### config.mk
export PLATFORM = sky130hd
export DESIGN_NAME = reorder_buffer_flat
export DESIGN_NICKNAME = d
export VERILOG_FILES = /design/src/rtl/rob_pkg.sv /design/src/rtl/reorder_buffer_if.sv /design/src/rtl/rob_retire_ctrl.sv /design/src/rtl/reorder_buffer.sv /design/src/flat_wrapper.sv
export SDC_FILE = /design/constraint.sdc
export NUM_CORES = 2
export LEC_CHECK = 0
export CORE_UTILIZATION = 55
export CTS_CLUSTER_DIAMETER = 50
export DETAILED_ROUTE_END_ITERATION = 12
export PLACE_DENSITY = 0.7
export SLEW_MARGIN = 25
export SYNTH_ARGS = -nofsm -noshare
export SYNTH_HDL_FRONTEND = slang
export SYNTH_SLANG_ARGS = --single-unit
### constraint.sdc
create_clock -name clk -period 3.9 [get_ports clk]
set_input_delay 1.17 -clock clk [delete_from_list [all_inputs] [get_ports clk]]
set_output_delay 1.17 -clock clk [all_outputs]
set_load 0.02 [all_outputs]
### src/rtl/rob_pkg.sv
// Shared reorder-buffer types: entry layout, tag/index typedefs and sizing constants.
package rob_pkg;

  localparam int unsigned ROB_WIDTH  = 5;
  localparam int unsigned PHY_WIDTH  = 6;
  localparam int unsigned ARCH_WIDTH = 5;
  localparam int unsigned ADDR_WIDTH = 32;
  localparam int unsigned SID_WIDTH  = 4;
  localparam int unsigned ROB_DEPTH  = 2 ** ROB_WIDTH;
  localparam int unsigned CNT_WIDTH  = ROB_WIDTH + 1;

  typedef logic [ROB_WIDTH-1:0]  rob_id_t;
  typedef logic [PHY_WIDTH-1:0]  phy_t;
  typedef logic [ARCH_WIDTH-1:0] arch_t;
  typedef logic [ADDR_WIDTH-1:0] addr_t;
  typedef logic [SID_WIDTH-1:0]  sid_t;
  typedef logic [CNT_WIDTH-1:0]  cnt_t;

  typedef struct packed {
    logic  valid;
    logic  done;
    logic  has_rd;
    arch_t rd_arch;
    phy_t  rd_phy;
    phy_t  old_phy;
    logic  is_store;
    sid_t  store_id;
    logic  mispredict;
    addr_t target;
  } rob_entry_t;

endpackage

### src/rtl/reorder_buffer_if.sv
// Dispatch, writeback and retire signal bundle of the reorder buffer.
interface reorder_buffer_if;
  import rob_pkg::*;

  logic    alloc_valid;
  logic    alloc_ready;
  rob_id_t alloc_rob_id;
  logic    alloc_has_rd;
  arch_t   alloc_rd_arch;
  phy_t    alloc_rd_phy;
  phy_t    alloc_old_phy;
  logic    alloc_is_store;

  logic    alu_valid;
  rob_id_t alu_rob_id;
  logic    load_valid;
  rob_id_t load_rob_id;
  logic    store_valid;
  rob_id_t store_rob_id;
  sid_t    store_id;
  logic    branch_valid;
  rob_id_t branch_rob_id;
  logic    mispredict;
  addr_t   actual_target;

  logic    retire_valid;
  logic    retire_has_rd;
  arch_t   retire_rd_arch;
  phy_t    retire_rd_phy;
  phy_t    retire_old_phy;
  logic    retire_store_valid;
  sid_t    retire_store_id;
  logic    flush_out;
  addr_t   flush_pc;

  modport slave (
    input  alloc_valid, alloc_has_rd, alloc_rd_arch, alloc_rd_phy, alloc_old_phy, alloc_is_store,
    input  alu_valid, alu_rob_id, load_valid, load_rob_id,
    input  store_valid, store_rob_id, store_id,
    input  branch_valid, branch_rob_id, mispredict, actual_target,
    output alloc_ready, alloc_rob_id,
    output retire_valid, retire_has_rd, retire_rd_arch, retire_rd_phy, retire_old_phy,
    output retire_store_valid, retire_store_id, flush_out, flush_pc
  );

  modport master (
    output alloc_valid, alloc_has_rd, alloc_rd_arch, alloc_rd_phy, alloc_old_phy, alloc_is_store,
    output alu_valid, alu_rob_id, load_valid, load_rob_id,
    output store_valid, store_rob_id, store_id,
    output branch_valid, branch_rob_id, mispredict, actual_target,
    input  alloc_ready, alloc_rob_id,
    input  retire_valid, retire_has_rd, retire_rd_arch, retire_rd_phy, retire_old_phy,
    input  retire_store_valid, retire_store_id, flush_out, flush_pc
  );

endinterface

### src/rtl/rob_retire_ctrl.sv
// Turns the head entry into commit, store-release and flush signals (purely combinational).
module rob_retire_ctrl
  import rob_pkg::*;
(
  input  rob_entry_t head_entry_i,
  output logic       retire_valid_o,
  output logic       retire_has_rd_o,
  output arch_t      retire_rd_arch_o,
  output phy_t       retire_rd_phy_o,
  output phy_t       retire_old_phy_o,
  output logic       retire_store_valid_o,
  output sid_t       retire_store_id_o,
  output logic       flush_o,
  output addr_t      flush_pc_o
);

  logic ready;

  assign ready                = head_entry_i.valid && head_entry_i.done;
  assign retire_valid_o       = ready;
  assign retire_has_rd_o      = ready && head_entry_i.has_rd;
  assign retire_rd_arch_o     = head_entry_i.rd_arch;
  assign retire_rd_phy_o      = head_entry_i.rd_phy;
  assign retire_old_phy_o     = head_entry_i.old_phy;
  assign retire_store_valid_o = ready && head_entry_i.is_store;
  assign retire_store_id_o    = head_entry_i.store_id;
  assign flush_o              = ready && head_entry_i.mispredict;
  assign flush_pc_o           = head_entry_i.target;

endmodule

### src/rtl/reorder_buffer.sv
// Circular in-order ROB: allocate at tail, complete from writeback, retire one per cycle from head.
module reorder_buffer
  import rob_pkg::*;
(
  input  logic             clk,
  input  logic             rst,
  reorder_buffer_if.slave  bus
);

  rob_entry_t entries_q [ROB_DEPTH];
  rob_entry_t entries_d [ROB_DEPTH];
  rob_id_t    head_q, head_d;
  rob_id_t    tail_q, tail_d;
  cnt_t       count_q, count_d;

  rob_entry_t head_entry;
  rob_entry_t new_entry;
  logic       alloc_ready;
  logic       alloc_fire;
  logic       retire_fire;
  logic       flush;

  assign head_entry = entries_q[head_q];

  rob_retire_ctrl u_retire_ctrl (
    .head_entry_i         (head_entry),
    .retire_valid_o       (retire_fire),
    .retire_has_rd_o      (bus.retire_has_rd),
    .retire_rd_arch_o     (bus.retire_rd_arch),
    .retire_rd_phy_o      (bus.retire_rd_phy),
    .retire_old_phy_o     (bus.retire_old_phy),
    .retire_store_valid_o (bus.retire_store_valid),
    .retire_store_id_o    (bus.retire_store_id),
    .flush_o              (flush),
    .flush_pc_o           (bus.flush_pc)
  );

  // Allocation is refused while full or while the head is flushing the pipe.
  assign alloc_ready      = (count_q != CNT_WIDTH'(ROB_DEPTH)) && !flush;
  assign alloc_fire       = bus.alloc_valid && alloc_ready;
  assign bus.alloc_ready  = alloc_ready;
  assign bus.alloc_rob_id = tail_q;
  assign bus.retire_valid = retire_fire;
  assign bus.flush_out    = flush;

  always_comb begin
    new_entry            = '0;
    new_entry.valid      = 1'b1;
    new_entry.has_rd     = bus.alloc_has_rd;
    new_entry.rd_arch    = bus.alloc_rd_arch;
    new_entry.rd_phy     = bus.alloc_rd_phy;
    new_entry.old_phy    = bus.alloc_old_phy;
    new_entry.is_store   = bus.alloc_is_store;
  end

  // Next-state: completions qualify on the pre-edge valid bit, so the entry
  // being allocated this cycle cannot be completed in the same cycle.
  always_comb begin
    entries_d = entries_q;
    head_d    = head_q;
    tail_d    = tail_q;
    count_d   = count_q + CNT_WIDTH'(alloc_fire) - CNT_WIDTH'(retire_fire);

    if (alloc_fire) begin
      entries_d[tail_q] = new_entry;
      tail_d            = tail_q + ROB_WIDTH'(1);
    end

    if (bus.alu_valid && entries_q[bus.alu_rob_id].valid) begin
      entries_d[bus.alu_rob_id].done = 1'b1;
    end
    if (bus.load_valid && entries_q[bus.load_rob_id].valid) begin
      entries_d[bus.load_rob_id].done = 1'b1;
    end
    if (bus.store_valid && entries_q[bus.store_rob_id].valid) begin
      entries_d[bus.store_rob_id].done     = 1'b1;
      entries_d[bus.store_rob_id].store_id = bus.store_id;
    end
    if (bus.branch_valid && entries_q[bus.branch_rob_id].valid) begin
      entries_d[bus.branch_rob_id].done = 1'b1;
      if (bus.mispredict) begin
        entries_d[bus.branch_rob_id].mispredict = 1'b1;
        entries_d[bus.branch_rob_id].target     = bus.actual_target;
      end
    end

    if (retire_fire) begin
      entries_d[head_q].valid = 1'b0;
      head_d                  = head_q + ROB_WIDTH'(1);
    end

    if (flush) begin
      for (int unsigned i = 0; i < ROB_DEPTH; i++) begin
        entries_d[i].valid = 1'b0;
      end
      head_d  = '0;
      tail_d  = '0;
      count_d = '0;
    end
  end

  always_ff @(posedge clk) begin
    if (rst) begin
      for (int unsigned i = 0; i < ROB_DEPTH; i++) begin
        entries_q[i] <= '0;
      end
      head_q  <= '0;
      tail_q  <= '0;
      count_q <= '0;
    end else begin
      for (int unsigned i = 0; i < ROB_DEPTH; i++) begin
        entries_q[i] <= entries_d[i];
      end
      head_q  <= head_d;
      tail_q  <= tail_d;
      count_q <= count_d;
    end
  end

endmodule
### src/flat_wrapper.sv
// flat-port wrapper written by rule: the top's interface ports become plain ports
module reorder_buffer_flat import rob_pkg::*;
  (clk, rst, bus_alloc_valid, bus_alloc_has_rd, bus_alloc_rd_arch, bus_alloc_rd_phy, bus_alloc_old_phy, bus_alloc_is_store, bus_alu_valid, bus_alu_rob_id, bus_load_valid, bus_load_rob_id, bus_store_valid, bus_store_rob_id, bus_store_id, bus_branch_valid, bus_branch_rob_id, bus_mispredict, bus_actual_target, bus_alloc_ready, bus_alloc_rob_id, bus_retire_valid, bus_retire_has_rd, bus_retire_rd_arch, bus_retire_rd_phy, bus_retire_old_phy, bus_retire_store_valid, bus_retire_store_id, bus_flush_out, bus_flush_pc);
  reorder_buffer_if bus_i ();
  input  logic clk;
  input  logic rst;
  input wire logic [$bits(bus_i.alloc_valid)-1:0] bus_alloc_valid;
  input wire logic [$bits(bus_i.alloc_has_rd)-1:0] bus_alloc_has_rd;
  input wire logic [$bits(bus_i.alloc_rd_arch)-1:0] bus_alloc_rd_arch;
  input wire logic [$bits(bus_i.alloc_rd_phy)-1:0] bus_alloc_rd_phy;
  input wire logic [$bits(bus_i.alloc_old_phy)-1:0] bus_alloc_old_phy;
  input wire logic [$bits(bus_i.alloc_is_store)-1:0] bus_alloc_is_store;
  input wire logic [$bits(bus_i.alu_valid)-1:0] bus_alu_valid;
  input wire logic [$bits(bus_i.alu_rob_id)-1:0] bus_alu_rob_id;
  input wire logic [$bits(bus_i.load_valid)-1:0] bus_load_valid;
  input wire logic [$bits(bus_i.load_rob_id)-1:0] bus_load_rob_id;
  input wire logic [$bits(bus_i.store_valid)-1:0] bus_store_valid;
  input wire logic [$bits(bus_i.store_rob_id)-1:0] bus_store_rob_id;
  input wire logic [$bits(bus_i.store_id)-1:0] bus_store_id;
  input wire logic [$bits(bus_i.branch_valid)-1:0] bus_branch_valid;
  input wire logic [$bits(bus_i.branch_rob_id)-1:0] bus_branch_rob_id;
  input wire logic [$bits(bus_i.mispredict)-1:0] bus_mispredict;
  input wire logic [$bits(bus_i.actual_target)-1:0] bus_actual_target;
  output wire logic [$bits(bus_i.alloc_ready)-1:0] bus_alloc_ready;
  output wire logic [$bits(bus_i.alloc_rob_id)-1:0] bus_alloc_rob_id;
  output wire logic [$bits(bus_i.retire_valid)-1:0] bus_retire_valid;
  output wire logic [$bits(bus_i.retire_has_rd)-1:0] bus_retire_has_rd;
  output wire logic [$bits(bus_i.retire_rd_arch)-1:0] bus_retire_rd_arch;
  output wire logic [$bits(bus_i.retire_rd_phy)-1:0] bus_retire_rd_phy;
  output wire logic [$bits(bus_i.retire_old_phy)-1:0] bus_retire_old_phy;
  output wire logic [$bits(bus_i.retire_store_valid)-1:0] bus_retire_store_valid;
  output wire logic [$bits(bus_i.retire_store_id)-1:0] bus_retire_store_id;
  output wire logic [$bits(bus_i.flush_out)-1:0] bus_flush_out;
  output wire logic [$bits(bus_i.flush_pc)-1:0] bus_flush_pc;
  assign bus_i.alloc_valid = bus_alloc_valid;
  assign bus_i.alloc_has_rd = bus_alloc_has_rd;
  assign bus_i.alloc_rd_arch = bus_alloc_rd_arch;
  assign bus_i.alloc_rd_phy = bus_alloc_rd_phy;
  assign bus_i.alloc_old_phy = bus_alloc_old_phy;
  assign bus_i.alloc_is_store = bus_alloc_is_store;
  assign bus_i.alu_valid = bus_alu_valid;
  assign bus_i.alu_rob_id = bus_alu_rob_id;
  assign bus_i.load_valid = bus_load_valid;
  assign bus_i.load_rob_id = bus_load_rob_id;
  assign bus_i.store_valid = bus_store_valid;
  assign bus_i.store_rob_id = bus_store_rob_id;
  assign bus_i.store_id = bus_store_id;
  assign bus_i.branch_valid = bus_branch_valid;
  assign bus_i.branch_rob_id = bus_branch_rob_id;
  assign bus_i.mispredict = bus_mispredict;
  assign bus_i.actual_target = bus_actual_target;
  assign bus_alloc_ready = bus_i.alloc_ready;
  assign bus_alloc_rob_id = bus_i.alloc_rob_id;
  assign bus_retire_valid = bus_i.retire_valid;
  assign bus_retire_has_rd = bus_i.retire_has_rd;
  assign bus_retire_rd_arch = bus_i.retire_rd_arch;
  assign bus_retire_rd_phy = bus_i.retire_rd_phy;
  assign bus_retire_old_phy = bus_i.retire_old_phy;
  assign bus_retire_store_valid = bus_i.retire_store_valid;
  assign bus_retire_store_id = bus_i.retire_store_id;
  assign bus_flush_out = bus_i.flush_out;
  assign bus_flush_pc = bus_i.flush_pc;
  reorder_buffer u_core (.clk(clk), .rst(rst), .bus(bus_i));
endmodule
==> metrics.txt <==
Rel. slew slack=32.7%; antenna-violating nets left=0; row cnt=137; Util after Layout=67.7%; syn avg cell area=11.4 um^2; filler instances=9940; Starting Density=55.7%; vias per cell=7.12; DR DRC count=0; Iteration-0 DRC Markers=8601; via count=64798; area grow syn2layout=21.5%; setup TNS=-15.30 ns; core area=140000 um^2; fin nets=7167; failing checks=setup timing; PnR worst setup slack=-0.389 ns; maximum clock frequency=233 MHz; Post-synth EDFFs=0; final-report setup violation count=58; pin count of the biggest net entering global routing=134; number of iterations in the first detailed-routing pass=6; Yosys cell types=79; Mapped Nets=6921; peak supply drop=480 uV; Mapped Area=78000 um^2; CTS tree=done; DP Area=85200 um^2; most numerous cell in the Yosys netlist=dfxtp_1; initial antenna violation count=5; Clock transition at path regs=0.06 ns; Die Y=379 um; HPWL after DPL=168 mm; crit path time final=4.29 ns; Seq cells post-synth=1872; worst-case clock buffer depth=3; crit-path max FO=8; GPL Wtd Cong=0.998; Hold Crit Class=register to register; maxcap violations=0; final hold vios=0; clk sink count=1872; I/O pins=146; first-pass GRT wire length=408 mm; PortBufs=145; P per Cell Area=437 nW/um^2; GRT Total Usage=37.6%; dpl cells=8611; crit path DAT=3.12 ns; root buffer cell=clkbuf_16; Most used DFF post-synth=dfxtp_1; Setup Skew=0.0244 ns; TritonCTS Buffers=193; DIE AREA=143000 um^2; # hold bufs at CTS=0; post-synthesis sequential area ratio=48.0%; final std cells w/o fill=9100; CP Capture Type=output pin; Synth top cells by count=dfxtp_1 (1872), a22o_1 (1024), clkbuf_1 (545), mux4_2 (464), nand2_1 (447); post-synth top area cell=dfxtp_1; final WL=278 mm; Syn Inst Count=6821; worst-margin pin slew=1.01 ns; Final Cell Area=94800 um^2; Setup CP Type=register to output pin; vias in the first global route=62920; top-area cell type share of the netlist area=48.0%; Warnings, synthesis=0; WL/cell=30.5 um; period utilization=110%; CP Launch Type=register; Leakage Power=36.0 nW; CP required=2.73 ns; die width=379 um; grt total ovfl=0; final slew viol count=0; Area contributors post-synth=dfxtp_1 (48%), mux4_2 (13%), a22o_1 (11%), mux2i_1 (5.1%), clkbuf_1 (2.6%); H-tree level count=4; later-pin clock latency in the skew report=0.82 ns; share of layout cells above drive strength 1=27.1%; FFs w/ async S/R, synth=0%; RSZ-0062 raised after global routing=yes; outcome=finished with violations
-- routing by layer --
| layer | vias up | part of all wire (%) | track usage, % |
|---|---|---|---|
| met5 | - | 0.0097 | 0 |
| met4 | 4 | 5.5 | 19.5 |
| met3 | 884 | 11 | 9.75 |
| met2 | 4332 | 45 | 57.3 |
| met1 | 32602 | 39 | 49.2 |
| li1 | 26976 | - | - |
-- logic make-up (layout without fill, tap and decap cells) --
| family | after synthesis | in the layout | share of synthesized area, % |
|---|---|---|---|
| buf+inv | 863 | 1264 | 4.78 |
| xor+xnor | 10 | 10 | 0.112 |
| simple gates | 987 | 987 | 6.06 |
| mux | 875 | 875 | 18.7 |
| flops | 1872 | 1872 | 48.0 |
| other cells | 0 | 2 | 0 |
| fa+ha+maj | 17 | 17 | 0.282 |
| compound gates | 2197 | 2197 | 22.0 |
-- placed cells by master, fill, tap and decap left out, drive strengths merged, types with 42 or more instances in the layout --
cell | synthesis | final
o22ai | 150 | 150
clkinv | 1 | 46
nor2b | 42 | 42
nand3 | 201 | 201
clkbuf | 546 | 275
mux2i | 398 | 398
nand2 | 448 | 448
clkdlybuf4s50 | 0 | 86
o211ai | 268 | 268
nand4 | 58 | 58
a22o | 1024 | 1024
buf | 290 | 784
dfxtp | 1872 | 1872
nor2 | 80 | 80
nor3 | 52 | 52
o21ai | 321 | 321
a22oi | 220 | 220
mux4 | 464 | 464
-- worst max-delay path, cell delays in order (launching register included) --
cell and delay (ns):
dfxtp_4 0.39, buf_12 0.18, buf_16 0.20, buf_4 0.14
clkbuf_16 0.14, mux4_2 0.50, a22oi_2 0.20, nand4_1 0.30
buf_6 0.24
-- layout make-up --
type / instances / area (um^2) / share of cell area (%)
Tap cell: 1876 / 2350 / 2.48
Inverter: 27 / 115 / 0.121
Sequential cell: 1872 / 37500 / 39.6
Clock inverter: 86 / 1140 / 1.20
Timing Repair Buffer: 887 / 9840 / 10.4
Clock buffer: 264 / 5420 / 5.72
Antenna cell: 2 / 5.00 / 0.00528
Multi-Input combinational cell: 4086 / 38400 / 40.5
-- report_power, final --
group | switching [W] | internal [W] | total (W)
Sequential | 0.0000796 | 0.0192 | 0.0193
Clock | 0.00800 | 0.0111 | 0.0191
Combinational | 0.00202 | 0.000951 | 0.00297
-- repair_timing --
action / CTS / global route
setup buffers: 54 / 60
cloned: 21 / 11
endpoints found under the setup margin: 58 / 58
gates resized for setup: 434 / 189
pin swaps: 62 / 92
-- final timing paths --
path	from	endpoint	slack (ns)	depth (start not counted)
max	u_core.head_q[0]$_SDFFE_PP0N_	bus_retire_rd_phy[3]	-0.39	8
min	register	register	0.46	2
max reg2reg	u_core.head_q[1]$_SDFFE_PP0N_	u_core.count_q[4]$_SDFF_PP0_	0.24	20
min reg2reg	register	register	0.46	2
-- through the flow --
stage | total power, W | setup WS [ns] | hold slack, ns
2_1_floorplan | 0.0213 | 0.0134 | 0.432
3_3_place_gp | 0.0225 | -0.478 | 0.440
3_5_place_dp | 0.0225 | -0.438 | 0.449
4_1_cts | 0.0413 | -0.399 | 0.457
5_1_grt | 0.0424 | -0.402 | 0.467
6_report | 0.0414 | -0.389 | 0.455
Power figures use the tool's default switching activity.
